**src/rtl/hazard_scoreboard.sv**
```systemverilog
// hazard_scoreboard: load-use and long-op scoreboard with stall/bubble generation and IP watchdog
module hazard_scoreboard #(
  parameter int NREG    = 32,
  parameter int TIMEOUT = 64,
  parameter int CNT_W   = 16
) (
  input  logic             CLK,
  input  logic             RSTN,
  input  logic [4:0]       src1_ID,
  input  logic [4:0]       src2_ID,
  input  logic             use1_ID,
  input  logic             use2_ID,
  input  logic [4:0]       dst_ID,
  input  logic             RegWrite_ID,
  input  logic             LongOp_ID,
  input  logic             valid_ID,
  input  logic             FLUSH,
  input  logic [4:0]       dst_EX,
  input  logic             MemRead_EX,
  input  logic             RegWrite_EX,
  input  logic             ip_done,
  input  logic [4:0]       ip_dst,
  output logic             stall,
  output logic             bubble_EX,
  output logic             ip_start,
  output logic             ip_busy,
  output logic [NREG-1:0]  busy_vec,
  output logic             ip_timeout,
  output logic [CNT_W-1:0] stall_cnt
);
  localparam int WD_W = $clog2(TIMEOUT + 1);
  logic [WD_W-1:0] wd;
  logic            load_use, sb_haz, issue, done, tmo;
  logic [NREG-1:0] busy_nxt;
  // hazard detection, issue control and next scoreboard contents
  always_comb begin
    load_use  = MemRead_EX & RegWrite_EX & (dst_EX != 5'd0) &
                ((use1_ID & (src1_ID == dst_EX)) | (use2_ID & (src2_ID == dst_EX)));
    sb_haz    = (use1_ID & (src1_ID != 5'd0) & busy_vec[src1_ID]) |
                (use2_ID & (src2_ID != 5'd0) & busy_vec[src2_ID]) |
                (RegWrite_ID & (dst_ID != 5'd0) & busy_vec[dst_ID]);
    stall     = valid_ID & ~FLUSH & (load_use | sb_haz | (LongOp_ID & ip_busy));
    bubble_EX = stall | FLUSH;
    issue     = valid_ID & ~FLUSH & ~stall;
    ip_start  = issue & LongOp_ID;
    done      = ip_done & ip_busy;
    tmo       = ip_busy & ~ip_done & (wd == WD_W'(TIMEOUT - 1));
    busy_nxt  = busy_vec;
    if (done) busy_nxt[ip_dst] = 1'b0;
    if (ip_start & RegWrite_ID) busy_nxt[dst_ID] = 1'b1;
    if (tmo) busy_nxt = '0;
    busy_nxt[0] = 1'b0;
  end
  // scoreboard, in-flight tracking, watchdog and stall statistics
  always_ff @(posedge CLK) begin
    if (!RSTN) begin
      busy_vec   <= '0;
      ip_busy    <= 1'b0;
      ip_timeout <= 1'b0;
      stall_cnt  <= '0;
      wd         <= '0;
    end else begin
      busy_vec   <= busy_nxt;
      ip_busy    <= ip_start ? 1'b1 : (done | tmo) ? 1'b0 : ip_busy;
      wd         <= ip_start ? '0 : ip_busy ? wd + 1'b1 : wd;
      ip_timeout <= ip_timeout | tmo;
      if (stall & ~&stall_cnt) stall_cnt <= stall_cnt + 1'b1;
    end
  end
endmodule

```
**config.mk**
```make
export PLATFORM = sky130hd
export DESIGN_NAME = hazard_scoreboard
export DESIGN_NICKNAME = d
export VERILOG_FILES = /design/src/rtl/hazard_scoreboard.sv
export SDC_FILE = /design/constraint.sdc
export NUM_CORES = 1
export LEC_CHECK = 0
export BUFFER_PORTS_ARGS = -buffer_cell sky130_fd_sc_hd__buf_4
export CAP_MARGIN = 20
export CORE_MARGIN = 2
export CORE_UTILIZATION = 30
export CTS_CLUSTER_DIAMETER = 150
export DETAILED_ROUTE_END_ITERATION = 8
export HOLD_SLACK_MARGIN = 0.1
export SETUP_SLACK_MARGIN = 0.5
export SYNTH_ARGS = -nofsm -noshare
export SYNTH_HDL_FRONTEND = slang
export SYNTH_SLANG_ARGS = --single-unit
```
**constraint.sdc**
```tcl
create_clock -name CLK -period 2.4 [get_ports CLK]
set_input_delay 0.24 -clock CLK [delete_from_list [all_inputs] [get_ports CLK]]
set_output_delay 0.24 -clock CLK [all_outputs]
set_load 0.03 [all_outputs]
```
==> results.txt, run 1 <==
Synth top area share: 0.3248
GRT overflow: 0
Failing checks: setup timing
Pwr dens: 368.4 nW/µm²
Drt pass-1 iters: 5
Nets: 590
Max Cap Viol: 0
Synth warnings: 0
Crit path kind: register to primary output
Register-to-Register Path Depth: 9
Hold Path Depth: 3
DP Worst Slack: -477.0 ps
Die width: 111.3 µm
DRC violation count after routing: 0
Final worst setup slack: -418.0 ps
CTS root buf: clkbuf_16
Initial Utilization: 0.3049
Comb power frac: 0.178
DP Wirelength: 9502 µm
F_max: 354.9 MHz
Via density: 5.701
RSZ-0062 raised after global routing: true
Post-synth top cells: 56 x dfxtp_1, 25 x o211ai_1, 20 x mux2i_1, 20 x o21ai_0, 19 x nand2_1
Clock share of power: 0.392
Die area: 12,380 µm²
Worst Setup End Kind: primary output
Sequential cell fraction of total power: 0.430
CTS Buf Count: 5
Largest net degree at the start of global routing: 18
Crit Reg-Reg Startpoint: busy_vec[31]
Drt wl/cell: 19.17 µm
Ratio of cells with drive above 1 in the final layout: 0.5787
Final setup violation count: 57
Tot GR Track Use: 0.2059
TritonCTS clock tree: done
Worst Path Arrival: 2580 ps
Post-synthesis register bit count: 56
Die Y-Extent: 111.3 µm
Setup Skew: 5.629 ps
CP Data Required Time: 2160 ps
H-tree depth: 2
Final setup TNS: -15,590 ps
Max VDD drop: 0.2496 mV
GP Congestion: 0.9190
Port bufs: 87
Maximum fanout along the worst path: 3
Final Max Slew Viols: 0
CTS Hold Bufs: 0
Worst skew pair latency: 300 ps
First-pass GRT wire length: 20,390 µm
Ys flop type: dfxtp_1
DRT Wirelength: 13,340 µm
Worst setup startpoint: busy_vec[31]
Yosys cell types: 55
Hold Startpoint: ip_done
Layout area overhead: 68.97%
EDFF count, synth: 0
Sequential cell area fraction in the yosys report: 0.3248
Clock Tree Buf Depth: 2
Syn nets: 405
P_sw: 0.5628 mW
I/O pins: 89
Final Instance Count excl. Fillers: 696
Power Internal: 1.586 mW
Final Critical Period: 2818 ps
CP Launch Type: register
Tcrit/Tclk final: 1.174
Post-synth top area cell: dfxtp_1
Syn avg cell area: 9.406 µm²
DRT antenna net count: 0
Outcome: complete, but fails checks
Antenna violations before repair: 0
Switching Share: 0.2619
1st-iter DRT viols: 331
Top-count cell post-synth: dfxtp_1
Cell row count: 39
Leakage: 2.403 nW
Worst Hold Class: primary input to register
Top cells by area, synth: dfxtp_1 32%, mux4_2 11%, mux2i_1 5.8%
Cell Count Post-Placement: 670
Hold Fails Final Rpt: 0
Clk slew on worst S/H paths: 70 ps
Core box area: 11,320 µm²
Post-Synthesis Cell Area: 3452 µm²
Sink Count: 56
Ant diodes: 0
Post-synthesis cell count: 367
Vias in the first global route: 3,847
DR vias: 3,968
Fin util: 0.5153
Async set-or-reset flop fraction in the synthesized netlist: 0
sequential cells by signal (all words and copies together) (netlist names):
register / cells
ip_timeout: 1
wd: 7
busy_vec: 31
ip_busy: 1
stall_cnt: 16
final timing paths:
check,to,slack [ps]
setup / recovery,ip_start,-420
hold / removal,ip_busy,270
setup reg to reg,busy_vec[13],-390
hold reg to reg,wd[6],510
final cells by class:
class / instances / area [µm²]
clock inverters: 1 / 8.758
repair buffers: 204 / 1695
flip-flops and latches: 56 / 1175
multi-input cells: 278 / 2582
fillers: 989 / 5488
inverters: 7 / 28.78
well taps: 143 / 178.9
clock buffers: 7 / 163.9
power by group through the flow:
stage / clock network [mW] / registers (mW) / logic, mW
after floorplan: 0 / 0.954 / 0.156
after global placement: 0 / 0.949 / 0.311
after detailed placement: 0 / 0.950 / 0.316
after CTS: 0.856 / 0.924 / 0.355
after global routing: 0.892 / 0.925 / 0.402
final: 0.842 / 0.924 / 0.382
critical path, stage by stage (launching register included):
cell and delay [ps]:
dfxtp_2 340, mux4_2 460, mux4_2 480, nand2b_4 160
a32oi_4 270, nand3_2 150, buf_6 150, inv_4 60
buf_6 100, buf_6 120
per-stage QoR:
step | total power [mW] | cell area (µm²) | hold WS [ps]
after floorplan | 1.110 | 3618 | 392.4
after global placement | 1.261 | 5050 | 458.5
after detailed placement | 1.266 | 5050 | 479.5
after CTS | 2.135 | 5615 | 251.0
after global routing | 2.219 | 5833 | 288.3
final | 2.149 | 5833 | 266.2
cells by family after synthesis:
family | share of synthesized area
compound gates | 0.2247
fa+ha+maj | 0.007248
other cells | 0.001086
flops | 0.3248
mux | 0.1798
simple gates | 0.1780
buf+inv | 0.04385
xor+xnor | 0.04059
layout by cell type, fill, tap and decap left out, types with 13 or more instances in the layout:
| cell type | count |
|---|---|
| buf_6 | 21 |
| o211ai_1 | 25 |
| mux2i_1 | 19 |
| o21ai_2 | 15 |
| mux4_2 | 17 |
| dfxtp_1 | 33 |
| nand2_1 | 18 |
| buf_4 | 177 |
| dfxtp_2 | 13 |
what timing repair did:
item / 4_1_cts / 5_1_grt
endpoints found under the setup margin: 58 / 58
buffers inserted: 13 / 3
gates cloned: 2 / 0
pin swaps: 17 / 10
resized for setup: 52 / 40
layer usage:
layer	vias to the layer above	routed length, µm	track usage
met5	-	0	0
met4	0	315	0.07572
met3	31	1113	0.04101
met2	208	6303	0.3366
met1	1921	5612	0.2698
li1	1808	-	-
(Power assumes the default switching activity.)
==> run 2: changes to the inputs <==
--- a/config.mk
+++ b/config.mk
@@ -5,6 +5,7 @@
 export SDC_FILE = /design/constraint.sdc
 export NUM_CORES = 1
 export LEC_CHECK = 0
+export ABC_AREA = 1
 export BUFFER_PORTS_ARGS = -buffer_cell sky130_fd_sc_hd__buf_4
 export CAP_MARGIN = 20
 export CORE_MARGIN = 2
==> constraint.sdc (replaced) <==
create_clock -name CLK -period 3.17 [get_ports CLK]
set_input_delay 0.317 -clock CLK [delete_from_list [all_inputs] [get_ports CLK]]
set_output_delay 0.317 -clock CLK [all_outputs]
set_load 0.03 [all_outputs]
==> run 2 against run 1 <==
The flow now finishes without violations. Core utilization down 15 points. Global-route usage down 1.5 points. Combinational power down 26%. Non-clock buffer count down 112. Flip-flop and latch count unchanged. First-iteration DRC count up 36%. Synthesized cell count up 91%. Critical path type unchanged. Critical path depth up 2.
==> results.txt, run 2 <==
H-tree depth: 2
Synth Area in Compound Gates: 0.1510
Yosys cell types: 30
TritonCTS clock tree: done
First-pass GRT wire length: 22,520 µm
Post-synthesis register bit count: 56
I/O pins: 89
Synth warnings: 0
Final setup violation count: 0
DRT antenna net count: 0
CP Launch Type: register
Final Instance Area: 5077 µm²
CTS Hold Bufs: 0
Drt wl/cell: 15.04 µm
Die area: 14,930 µm²
Post-synth top area cell: dfxtp_1
CTS Buf Count: 5
Die Y-Extent: 122.2 µm
Synth top area share: 0.2675
Tcrit/Tclk final: 0.7731
Worst hold margin: 291.2 ps
Max VDD drop: 0.1987 mV
DRT Wirelength: 14,280 µm
Commonest non-fill, non-tap cell in the layout: nand2_1
Post-synthesis cell count: 702
Placed Instance Area: 4895 µm²
F_max: 408.0 MHz
DRC violation count after routing: 0
Power Total: 1.635 mW
Die width: 122.2 µm
EDFF count, synth: 0
DP Wirelength: 10,570 µm
Core box area: 13,770 µm²
Final setup TNS: 0 ps
Setup Skew: 9.123 ps
Sink Count: 56
Synth Area in Simple Gates: 0.4152
Ys flop type: dfxtp_1
Adder-cell area share of the yosys netlist: 0.005970
Sequential cell area fraction in the yosys report: 0.2675
Area share of xor/xnor cells in the synthesized design: 0.03343
Port bufs: 87
1st-iter DRT viols: 449
Pwr dens: 322.1 nW/µm²
Final Max Slew Viols: 0
Nets: 806
Via density: 5.171
Most frequent cells in the layout: 185 x nand2_1, 92 x buf_4, 81 x inv_1, 76 x nor2_1, 62 x nand3_1
Top-count cell post-synth: nand2_1
Initial Utilization: 0.3043
Worst Hold Class: primary input to register
Post-synthesis mux area share: 0.002388
Worst Path Arrival: 2130 ps
Antenna violations before repair: 0
Max Cap Viol: 0
Syn nets: 740
Post-Synthesis Cell Area: 4192 µm²
Hold Fails Final Rpt: 0
RSZ-0062 raised after global routing: false
Leakage: 2.185 nW
Clk slew on worst S/H paths: 70 ps
GRT overflow: 0
Worst-Margin Slew: 605.1 ps
Tot GR Track Use: 0.1906
Worst slew margin: 0.5961
Async set-or-reset flop fraction in the synthesized netlist: 0
Final Instance Count excl. Fillers: 949
Worst skew pair latency: 300 ps
DR vias: 4,907
Post-synth top cells: 185 x nand2_1, 81 x inv_1, 77 x nor2_1
Layout area overhead: 21.13%
Cell Count Post-Placement: 939
Main combinational cell family by area after synthesis: simple AND/OR/NAND/NOR gates
Outcome: complete, no violations
Ratio of cells with drive above 1 in the final layout: 0.1508
CP Data Required Time: 2850 ps
Maximum fanout along the worst path: 18
Drt pass-1 iters: 5
Largest net degree at the start of global routing: 33
Final Critical Period: 2451 ps
Clock Tree Buf Depth: 2
Top cells by area, synth: dfxtp_1 27%, nand2_1 17%, nand3_1 7.4%
Top Registers: busy_vec (31), stall_cnt (16), wd (7)
Ant diodes: 0
Cell row count: 43
Worst Setup End Kind: primary output
GP Congestion: 0.9360
Largest Register: busy_vec
CTS root buf: clkbuf_16
Worst R2R Setup Slack: 840 ps
Vias in the first global route: 4,394
Max reg flops: 31
Crit path kind: register to primary output
Syn avg cell area: 5.971 µm²
[run 2: changes by cell type in the layout (fill, tap and decap cells not counted), moves of 13 or more]
cell / before / now
dfxtp_1: 33 / 56
nor2_1: 11 / 76
inv_1: 6 / 81
mux4_2: 17 / 0
nand4_1: 11 / 46
buf_4: 177 / 92
o21ai_0: 12 / 45
nand2_1: 18 / 185
o21ai_2: 15 / 0
a21oi_1: 5 / 48
mux2i_1: 19 / 1
nand3_1: 11 / 62
dfxtp_2: 13 / 0
buf_6: 21 / 0
[run 2: where the power goes]
part	internal, mW	switching, mW	total (mW)
combinational	0.0893	0.195	0.284
sequential	0.706	0.00448	0.711
clock	0.372	0.269	0.641
[run 2: final cells by class]
class	count	area (µm²)
tap	180	225.2
clock buffer	5	125.1
fill	1547	8696
sequential	56	1121
timing repair buffer	92	690.7
clock inverter	3	42.54
inverter	84	317.8
multi-input combinational	529	2555
[run 2: timing repair]
item,in CTS,in global routing
setup endpoints to repair,0,1
setup buffers,0,2
resized for setup,0,0
[run 2: worst paths after layout]
check,start,endpoint,depth (start not counted)
hold / removal,RSTN,stall_cnt[1],3
setup reg to reg,stall_cnt[0],stall_cnt[0],10
hold reg to reg,ip_timeout,ip_timeout,2
setup / recovery,busy_vec[21],bubble_EX,11
[run 2: critical path: stages (launching register included)]
cell and delay [ps]:
dfxtp_1 420, inv_1 90, a21oi_1 120, o21ai_0 100
a21oi_1 160, nor2_1 60, nand2_1 80, nand3_1 190
nand3_4 280, nand2_1 100, nand2_1 70, buf_4 150
[run 2: layer usage]
metal | part of all wire | global-route usage | up-vias | wire length, µm
met5 | 0 | 0 | - | 0
met4 | 0.019 | 0.05891 | 0 | 278
met3 | 0.072 | 0.02481 | 21 | 1030
met2 | 0.44 | 0.2969 | 197 | 6244
met1 | 0.47 | 0.2719 | 2247 | 6724
li1 | - | - | 2442 | -
[run 2: per-stage QoR]
stage	util	worst slack [ps]
floorplan	-	1069
global placement	0.3554	798.6
detailed placement	0.3554	799.0
CTS	0.3676	686.1
global route	0.3686	502.9
finish	0.3686	719.2
[run 2: kinds of logic (layout without fill, tap and decap cells)]
kind of cell,after synthesis,in the layout
buf+inv,117,184
other cells,1,1
compound gates,115,115
mux,1,1
xor+xnor,16,16
simple gates,394,394
fa+ha+maj,2,2
flops,56,56
